File: config.mk
export PLATFORM = sky130hd
export DESIGN_NAME = fifo_uart_tx
export DESIGN_NICKNAME = d
export VERILOG_FILES = /design/src/rtl/fifo_uart_tx.sv
export SDC_FILE = /design/constraint.sdc
export NUM_CORES = 1
export LEC_CHECK = 0
export CORE_MARGIN = 2
export CORE_UTILIZATION = 54
export CTS_CLUSTER_DIAMETER = 120
export DETAILED_ROUTE_END_ITERATION = 7
export PLACE_DENSITY = 0.84
export SYNTH_ARGS = -nofsm -noshare
export SYNTH_HDL_FRONTEND = slang
export SYNTH_SLANG_ARGS = --single-unit
File: constraint.sdc
create_clock -name clk -period 2.1 [get_ports clk]
set_input_delay 0.525 -clock clk [delete_from_list [all_inputs] [get_ports clk]]
set_output_delay 0.525 -clock clk [all_outputs]
set_load 0.01 [all_outputs]
File: src/rtl/fifo_uart_tx.sv
// fifo_uart_tx
// Serial transmit engine draining an 8-bit synchronous FIFO from its read side.
// Each byte is pulled with a one-cycle read strobe, then sent as an async frame:
// start bit, 8 data bits LSB first, optional even parity, 1 or 2 stop bits.
//
// Parameters:
//   CLKS_PER_BIT  clk cycles per serial bit (2..65535)
//   PARITY_EN     1 inserts an even-parity bit after D7
//   STOP_BITS     number of stop bits (1 or 2)
// Ports:
//   clk         system clock, rising edge
//   reset       synchronous, active-high reset
//   enable      allows new frames to start (sampled in IDLE and at STOP exit)
//   fifo_empty  FIFO empty flag
//   fifo_data   FIFO registered read data, valid the cycle after fifo_rd_en
//   fifo_rd_en  one-cycle FIFO read strobe (registered)
//   tx          serial line, idle high (registered)
//   busy        high in every state except IDLE (registered)
//   frame_done  one-cycle pulse in the last cycle of the final stop bit (registered)
module fifo_uart_tx #(
  parameter int CLKS_PER_BIT = 16,
  parameter int PARITY_EN    = 0,
  parameter int STOP_BITS    = 1
) (
  input  logic       clk,
  input  logic       reset,
  input  logic       enable,
  input  logic       fifo_empty,
  input  logic [7:0] fifo_data,
  output logic       fifo_rd_en,
  output logic       tx,
  output logic       busy,
  output logic       frame_done
);

  localparam int CW = (CLKS_PER_BIT > 1) ? $clog2(CLKS_PER_BIT) : 1;
  localparam logic [CW-1:0] CNT_MAX   = CW'(CLKS_PER_BIT - 1);
  localparam logic [2:0]    STOP_LAST = 3'(STOP_BITS - 1);

  typedef enum logic [2:0] {
    IDLE   = 3'd0,
    FETCH  = 3'd1,
    LOAD   = 3'd2,
    START  = 3'd3,
    DATA   = 3'd4,
    PARITY = 3'd5,
    STOP   = 3'd6
  } state_t;

  state_t          state_q, state_d;
  logic [CW-1:0]   cnt_q, cnt_d;
  logic [2:0]      idx_q, idx_d;
  logic [7:0]      shreg_q, shreg_d;
  logic            par_q, par_d;
  logic            tx_q, tx_d;
  logic            busy_q, busy_d;
  logic            rd_en_q, rd_en_d;
  logic            done_q, done_d;
  logic            at_bound;
  logic            start_ok;

  // Next-state, datapath and next-output computation
  always_comb begin
    at_bound = (cnt_q == CNT_MAX);
    start_ok = enable && !fifo_empty;
    state_d  = state_q;
    idx_d    = idx_q;
    shreg_d  = shreg_q;
    par_d    = par_q;
    cnt_d    = cnt_q;

    case (state_q)
      IDLE: begin
        if (start_ok) state_d = FETCH;
        else          state_d = IDLE;
      end
      FETCH: state_d = LOAD;
      LOAD: begin
        // fifo_data is valid now, one cycle after the read strobe
        shreg_d = fifo_data;
        par_d   = ^fifo_data;
        state_d = START;
      end
      START: begin
        if (at_bound) state_d = DATA;
        else          state_d = START;
      end
      DATA: begin
        if (at_bound) begin
          shreg_d = {1'b0, shreg_q[7:1]};
          if (idx_q == 3'd7) begin
            if (PARITY_EN != 0) state_d = PARITY;
            else                state_d = STOP;
          end else begin
            idx_d = idx_q + 3'd1;
          end
        end else begin
          state_d = DATA;
        end
      end
      PARITY: begin
        if (at_bound) state_d = STOP;
        else          state_d = PARITY;
      end
      STOP: begin
        if (at_bound) begin
          if (idx_q == STOP_LAST) begin
            if (start_ok) state_d = FETCH;
            else          state_d = IDLE;
          end else begin
            idx_d = idx_q + 3'd1;
          end
        end else begin
          state_d = STOP;
        end
      end
      default: state_d = IDLE;
    endcase

    // Baud and bit counters restart on every state entry
    if (state_d != state_q) begin
      cnt_d = '0;
      idx_d = 3'd0;
    end else if (at_bound || (state_q == IDLE)) begin
      cnt_d = '0;
    end else begin
      cnt_d = cnt_q + 1'b1;
    end

    // Outputs are derived from the next state so they register in step with it
    rd_en_d = (state_d == FETCH);
    busy_d  = (state_d != IDLE);
    done_d  = (state_d == STOP) && (cnt_d == CNT_MAX) && (idx_d == STOP_LAST);
    case (state_d)
      START:   tx_d = 1'b0;
      DATA:    tx_d = shreg_d[0];
      PARITY:  tx_d = par_d;
      default: tx_d = 1'b1;
    endcase
  end

  // State, datapath and output registers
  always_ff @(posedge clk) begin
    if (reset) begin
      state_q <= IDLE;
      cnt_q   <= '0;
      idx_q   <= 3'd0;
      shreg_q <= 8'h00;
      par_q   <= 1'b0;
      tx_q    <= 1'b1;
      busy_q  <= 1'b0;
      rd_en_q <= 1'b0;
      done_q  <= 1'b0;
    end else begin
      state_q <= state_d;
      cnt_q   <= cnt_d;
      idx_q   <= idx_d;
      shreg_q <= shreg_d;
      par_q   <= par_d;
      tx_q    <= tx_d;
      busy_q  <= busy_d;
      rd_en_q <= rd_en_d;
      done_q  <= done_d;
    end
  end

  assign fifo_rd_en = rd_en_q;
  assign tx         = tx_q;
  assign busy       = busy_q;
  assign frame_done = done_q;

endmodule

==> flow_metrics.tcl <==
set metrics [dict create \
    syn_avg_cell_area_sq_um 8.661 \
    comb_power_share_pct 30.3 \
    hp-class "reg2reg" \
    yosys_most_used_dff "dfxtp_1" \
    end_kind "flop" \
    syn-cell-area_sq_mm 0.001334 \
    yosys_warnings 0 \
    cts_sinks 23 \
    gp_congestion 0.8156 \
    layout_common_cells "dfxtp_1 (23), clkdlybuf4s50_1 (15), a21oi_1 (12), o21ai_0 (11)" \
    hold_viol 0 \
    rsz0062_at_grt "no" \
    status "completed" \
    whs_ns 0.4823 \
    ys_seq_elements 23 \
    cts_setup_buffers 0 \
    layout-drive-gt1-share_pct 9.357 \
    p_leak_nw 0.5718 \
    antenna_cells 0 \
    vias 1195 \
    clk_latency_ns 0.31 \
    netlist_instances 154 \
    fin_nets 189 \
    final_common_cell "dfxtp_1" \
    area_growth_pct 16.60 \
    report.final.slew_viol_count 0 \
    row_count 18 \
    finalInstanceArea_sq_mm 0.001555 \
    p_seq_share_pct 49.8 \
    internal_power_w 0.0007057 \
    route.final.wire_length_mm 2.740 \
    synth_cell_types 44 \
    max_freq_ghz 0.5178 \
    syn_nets 171 \
    die_w_um 53.70 \
    power_frac_clock_pct 19.9 \
    max_slew_margin_pct 74.94 \
    place_area_sq_mm 0.001529 \
    max_cap_violations 0 \
    drt_iter0_drc 30 \
    post-route-period-util_pct 91.97 \
    dieArea_sq_mm 0.002884 \
    grt_overflow_total 0 \
    worst-path-max-fanout 6 \
    cp.arrival_ns 2.15 \
    clock_skew_ns 0.002558 \
    synth_edf_count 0 \
    async_flop_share_pct 0 \
    period_minus_slack_ns 1.931 \
    worstMarginPinSlew_ns 0.3664 \
    post-route-util_pct 64.54 \
    htree_num_levels 1 \
    dpl.hpwl_mm 2.098 \
    antenna_found_initial 0 \
    finalSetupViolCount 0 \
    io_pins 16 \
    final.setup.tns_ns 0 \
    io_buffers 15 \
    die-height_um 53.70 \
    wl_per_cell_um 13.63 \
    clk_pin_slew_ns 0.12 \
    cellPowerDensity_mw_per_mm2 670.6 \
    crit_type "reg2reg" \
    cp-start-kind "flop" \
    coreArea_sq_mm 0.002410 \
    p_switching_w 0.0003372 \
    required_ns 2.32 \
    first_pass_iters 4 \
    cts_resized 0 \
    grt_max_degree 24 \
    drtAntennaViolNets 0 \
    cts_tree "built" \
    grt_pass1_vias 1142 \
    cts_hold_buf 0 \
    start_util_pct 55.35 \
    grt_usage_pct 22.58 \
    cts_made_buffers 3 \
    root_buffer "clkbuf_4" \
    ys_seq_area_share_pct 34.52 \
    grt_pass1_wl_mm 4.816 \
    drc 0 \
    clock_path_buffers 2 \
    post_drt_via_cell_ratio 5.945 \
    swShare_pct 32.33 \
    peakVddDrop_mv 0.3960 \
]
-- metal layers --
metal	global-route usage (%)	part of all wire (%)	up-vias
li1	-	-	601
met1	27.23	46	565
met2	40.45	49	25
met3	2.500	3.5	4
met4	8.974	1.6	0
met5	0	0	-
-- registers in the layout, summed over array words and instances, names as in the netlist --
name        cells
busy            1
cnt_q           4
fifo_rd_en      1
frame_done      1
idx_q           3
par_q           1
shreg_q         8
state_q         3
tx              1
-- power by group through the flow --
stage                     clock network (W)  logic [W]  registers [W]
final                              0.000207   0.000316       0.000519
after global routing               0.000225   0.000354       0.000525
after CTS                          0.000213   0.000316       0.000519
after detailed placement                  0   0.000315       0.000529
after global placement                    0   0.000306       0.000528
after floorplan                           0   0.000222       0.000517
-- worst max-delay path, stage by stage, from the launching register on --
cell and delay (ns):
dfxtp_1 0.40, ha_1 0.22, and3_1 0.34, nand4_4 0.16, or3_1 0.35, a2111oi_2 0.36
-- cells in the mapped netlist, drive strengths merged, types with 3 or more instances --
master	n	area [sq um]
nand2	6	22.52
a31oi	3	18.77
o21ai	11	55.05
xnor2	8	70.07
or3	3	18.77
clkbuf	4	15.01
nor4	6	37.54
a221oi	4	35.03
inv	8	30.03
nor2	5	18.77
ha	5	62.56
dfxtp	23	460.4
buf	5	30.02
nor2b	3	18.77
a21oi	12	60.06
a22oi	6	45.04
nand2b	7	43.79
nand3	5	25.02
-- worst paths after layout --
check | from | end | depth (start not counted) | slack (ns)
hold / removal | shreg_q[2] | shreg_q[2] | 2 | 0.48
setup / recovery | cnt_q[0] | frame_done | 5 | 0.17
setup reg to reg | cnt_q[0] | frame_done | 5 | 0.17
hold reg to reg | shreg_q[2] | shreg_q[2] | 2 | 0.48
-- cells by family after synthesis --
group / share of synthesized area (%)
buffers and inverters: 5.628
xor gates and xnor gates: 6.567
muxes: 0.7505
DFF: 34.52
and+or+nand+nor: 22.52
AOI/OAI and AO/OA: 25.33
adders and majority gates: 4.690
-- through the flow --
stage / worst slack, ns / total power (W) / instances
floorplan: 0.3959 / 0.0007381 / 154
global placement: 0.1616 / 0.0008341 / 197
detailed placement: 0.08185 / 0.0008445 / 197
CTS: 0.1433 / 0.001048 / 201
global route: 0.04545 / 0.001105 / 201
finish: 0.1687 / 0.001043 / 201
-- cell type report --
class / instances / area, sq um
clock buffers: 4 / 26.28
fillers: 194 / 854.6
inverters: 8 / 30.03
multi-input cells: 114 / 798.3
flip-flops and latches: 23 / 460.4
well taps: 30 / 37.54
repair buffers: 22 / 202.7
No activity file was read; power rests on OpenSTA's default activity.
